`src/rtl/toggle_sync_rx_mc.sv`:
```
// Destination-domain receiver for toggle-encoded events. Each channel
// synchronises a toggle level, emits a one-cycle pulse and queues events in a saturating counter.
module toggle_sync_rx_mc #(
  parameter int unsigned CHANNELS    = 4,
  parameter int unsigned SYNC_STAGES = 2,
  parameter int unsigned CNT_W       = 4
) (
  input  logic                      clk_b,
  input  logic                      rst,
  input  logic [CHANNELS-1:0]       toggle_in,
  output logic [CHANNELS-1:0]       pulse_out,
  output logic [CHANNELS-1:0]       evt_valid,
  input  logic [CHANNELS-1:0]       evt_ready,
  output logic [CHANNELS*CNT_W-1:0] evt_count,
  output logic [CHANNELS-1:0]       overflow,
  input  logic [CHANNELS-1:0]       ovf_clr,
  output logic                      any_valid
);

  localparam logic [CNT_W-1:0] CntMax = '1;

  for (genvar c = 0; c < CHANNELS; c++) begin : g_chan
    logic [SYNC_STAGES-1:0] sync_q;
    logic                   prev_q;
    logic                   pulse_q;
    logic                   ovf_q, ovf_d;
    logic [CNT_W-1:0]       cnt_q, cnt_d;
    logic                   det, pop, drop;

    // sync_q[0] is the only flop that sees the asynchronous input.
    always_ff @(posedge clk_b or posedge rst) begin
      if (rst) begin
        sync_q  <= '0;
        prev_q  <= 1'b0;
        pulse_q <= 1'b0;
        cnt_q   <= '0;
        ovf_q   <= 1'b0;
      end else begin
        sync_q  <= {sync_q[SYNC_STAGES-2:0], toggle_in[c]};
        prev_q  <= sync_q[SYNC_STAGES-1];
        pulse_q <= det;
        cnt_q   <= cnt_d;
        ovf_q   <= ovf_d;
      end
    end

    always_comb begin
      det   = sync_q[SYNC_STAGES-1] ^ prev_q;
      pop   = (cnt_q != '0) && evt_ready[c];
      drop  = 1'b0;
      cnt_d = cnt_q;
      if (det && !pop) begin
        if (cnt_q == CntMax) drop = 1'b1;
        else                 cnt_d = cnt_q + CNT_W'(1);
      end else if (pop && !det) begin
        cnt_d = cnt_q - CNT_W'(1);
      end
      // A drop in the same cycle as a clear keeps the flag set.
      if (drop)            ovf_d = 1'b1;
      else if (ovf_clr[c]) ovf_d = 1'b0;
      else                 ovf_d = ovf_q;
    end

    assign pulse_out[c]                = pulse_q;
    assign evt_valid[c]                = (cnt_q != '0);
    assign overflow[c]                 = ovf_q;
    assign evt_count[c*CNT_W +: CNT_W] = cnt_q;
  end

  assign any_valid = |evt_valid;

endmodule

```
`config.mk`:
```
export PLATFORM = sky130hd
export DESIGN_NAME = toggle_sync_rx_mc
export DESIGN_NICKNAME = d
export VERILOG_FILES = /design/src/rtl/toggle_sync_rx_mc.sv
export SDC_FILE = /design/constraint.sdc
export NUM_CORES = 1
export LEC_CHECK = 0
export ABC_AREA = 1
export CORE_ASPECT_RATIO = 0.6
export CORE_MARGIN = 5
export CORE_UTILIZATION = 54
export DETAILED_ROUTE_END_ITERATION = 12
export PLACE_DENSITY = 0.85
export SLEW_MARGIN = 20
export SYNTH_ARGS = -nofsm -noshare
export SYNTH_HDL_FRONTEND = slang
export SYNTH_SLANG_ARGS = --single-unit
```
`constraint.sdc`:
```
create_clock -name clk_b -period 4.6 [get_ports clk_b]
set_input_delay 0.69 -clock clk_b [delete_from_list [all_inputs] [get_ports clk_b]]
set_output_delay 0.69 -clock clk_b [all_outputs]
set_load 0.05 [all_outputs]
```
==> results.cfg <==
[clock_tree]
clk_pin_slew_worst_paths_ns = 0.07
cts-buffers-inserted = 5
htree_levels = 2
cts_hold_buf = 0
cts.repair.resized = 0
cts.sink_count = 36
cts_setup_buffers = 0
clockRootBuffer = clkbuf_8
cts_buffer_depth = 2
cts_tree = done
worstSkewPairLatency_ns = 0.29

[yosys]
synth-edff-count = 0
ys_seq_elements = 36
yosysMostFrequentCell = nand2_1
yosysWarnings = 0
syn_avg_cell_area_um2 = 9.183
yosysTopAreaCellShare_pct = 46.27
synthFlopType = dfrtp_1
postSynthCellCount = 212
yosys-top-cells-count = nand2_1 (41), dfrtp_1 (36), nor2_1 (26)
synth_top_area_cell = dfrtp_1
netlist_area_um2 = 1947
synthArstFlopShare_pct = 100.0
seq_area_frac_synth_pct = 46.27
synth_nets = 238
ys_types = 17
synth_area_leaders = dfrtp_1 (46%), nand2_1 (7.9%), ha_1 (5.1%), nor2_1 (5.0%), inv_1 (4.8%)

[critical_path]
crit_type = flip-flop to primary output
cp_num_buf_inv = 1
cp_slowest_cell = clkdlybuf4s50_1
cp_top_family = buffers and inverters
worst_setup_path_start_kind = flip-flop
required_ns = 3.91
path_common_cell = nor2_1
slowest_delay_ns = 0.70
cp_max_fo = 6
cp-end-kind = primary output
arrival_ns = 1.91
crit_path_cell_trace = nor2_1 > nand2_2 > nor2_1 > nand2_1 > clkdlybuf4s50_1

[placement]
dpl_worst_slack_ns = 2.099
port_buffers = 42
dp_hpwl_mm = 2.992
gp_congestion = 0.7500

[detailed_routing]
drtIter0Drc = 42
firstDrtPassIters = 4
totalWireLength_mm = 3.902
avgRoutedWirePerCell_um = 13.05
drc = 0
dr_total_vias = 1501
postRouteAntennaNets = 0
via_per_inst = 5.020

[sta]
fin_tns_setup_ns = 0
setup_viol = 0
timing_hold_violations_final = 0
fmax_mhz = 385.1
finalMaxSlewViolations = 0
layout_min_cycle_time_ns = 2.597
fin_ws_ns = 2.003
worst_slew_pin_slew_ns = 0.5112
fin_skew_ns = 0.007236
maxSlewHeadroom_pct = 65.82
fin_crit_sh_pct = 56.45
rsz0062_at_grt = no

[die]
die_h_um = 56.51
die_w_um = 87.52
io_pins = 43
initial_core_util_pct = 57.89
rows = 16
core_area_um2 = 3363
die_area_um2 = 4945

[power]
leakagePower_nw = 1.172
vdd_drop_max_mv = 0.5128
powerDensity_nw_per_um2 = 716.9

[finish]
final_layout_size_suffix_gt1_share_pct = 11.02
diodes = 0
nFillCells = 272
final_nets = 280
area_delta_synth_final_pct = 26.74
utilization_pct = 73.36

[grt]
grt_start_max_net_pins = 37
grt_pass1_vias = 1516
antenna_found_initial = 0
gr-usage-all-layers_pct = 17.98
grt_overflow = 0
grt_pass1_wl_mm = 6.844

[run_status]
outcome = complete, no violations

[hold_path]
hp-class = flip-flop to flip-flop

[run]
maxCapViolCount = 0
## cells in the final DEF (no fill, tap or decap), drive strengths merged
cell / Yosys / final
a21oi: 4 / 4
buf: 8 / 1
clkbuf: 0 / 7
clkdlybuf4s50: 0 / 42
dfrtp: 36 / 36
fa: 4 / 4
ha: 8 / 8
inv: 25 / 25
nand2: 53 / 53
nand3: 20 / 20
nand4: 8 / 8
nor2: 30 / 30
o22ai: 4 / 4
xnor2: 8 / 8
xor2: 4 / 4
## cell type report
class | count | area, um^2 | share of cell area [%]
inverter | 25 | 93.84 | 3.803
tap | 45 | 56.30 | 2.282
clock buffer | 7 | 96.34 | 3.905
multi-input combinational | 143 | 892.1 | 36.16
timing repair buffer | 43 | 427.9 | 17.34
sequential | 36 | 900.9 | 36.51
## path summary, 6_finish.rpt
path	startpoint	endpoint	slack, ns	cells after the start
max in group asynchronous	rst	g_chan[1].cnt_q[2]	3.48	3
max reg2reg	g_chan[1].cnt_q[1]	g_chan[1].cnt_q[3]	2.54	13
min reg2reg	g_chan[0].sync_q[0]	g_chan[0].sync_q[1]	0.35	0
max	g_chan[3].cnt_q[1]	any_valid	2.00	5
min	g_chan[0].sync_q[0]	g_chan[0].sync_q[1]	0.35	0
min in group asynchronous	rst	g_chan[2].sync_q[1]	0.80	3
## registers in the layout, indices dropped and copies added (netlist names)
signal and flops:
g_chan.cnt_q 16, g_chan.ovf_q 4, g_chan.prev_q 4, g_chan.pulse_q 4
g_chan.sync_q 8
## cell families after synthesis
| logic type | after synthesis | share of synthesized area [%] |
|---|---|---|
| AND/OR/NAND/NOR | 111 | 28.86 |
| flip-flops | 36 | 46.27 |
| buffers and inverters | 33 | 7.905 |
| XOR/XNOR | 12 | 5.398 |
| adder cells (fa/ha/maj) | 12 | 9.255 |
| AO/OA/AOI/OAI | 8 | 2.313 |
## power breakdown
group          internal [mW]  switching (mW)  leakage [nW]
sequential             0.403           0.134         0.429
clock                  0.133           0.108        0.0503
combinational          0.358           0.632         0.692
## through the flow
step | cell area (um^2) | hold slack (ns) | cells | power (mW)
after floorplan | 1947 | 0.3312 | 212 | 1.241
after global placement | 2371 | 0.3338 | 292 | 1.499
after detailed placement | 2371 | 0.3355 | 292 | 1.535
after CTS | 2467 | 0.3509 | 299 | 1.786
after global routing | 2467 | 0.3552 | 299 | 1.905
final | 2467 | 0.3498 | 299 | 1.769
## per-layer routing
metal	part of all wire, %	track usage [%]	vias to the layer above
met5	0	0	-
met4	0.97	4.595	0
met3	7.4	7.456	5
met2	45	27.90	43
met1	47	23.23	708
li1	-	-	745
No activity file was read; power rests on OpenSTA's default activity.
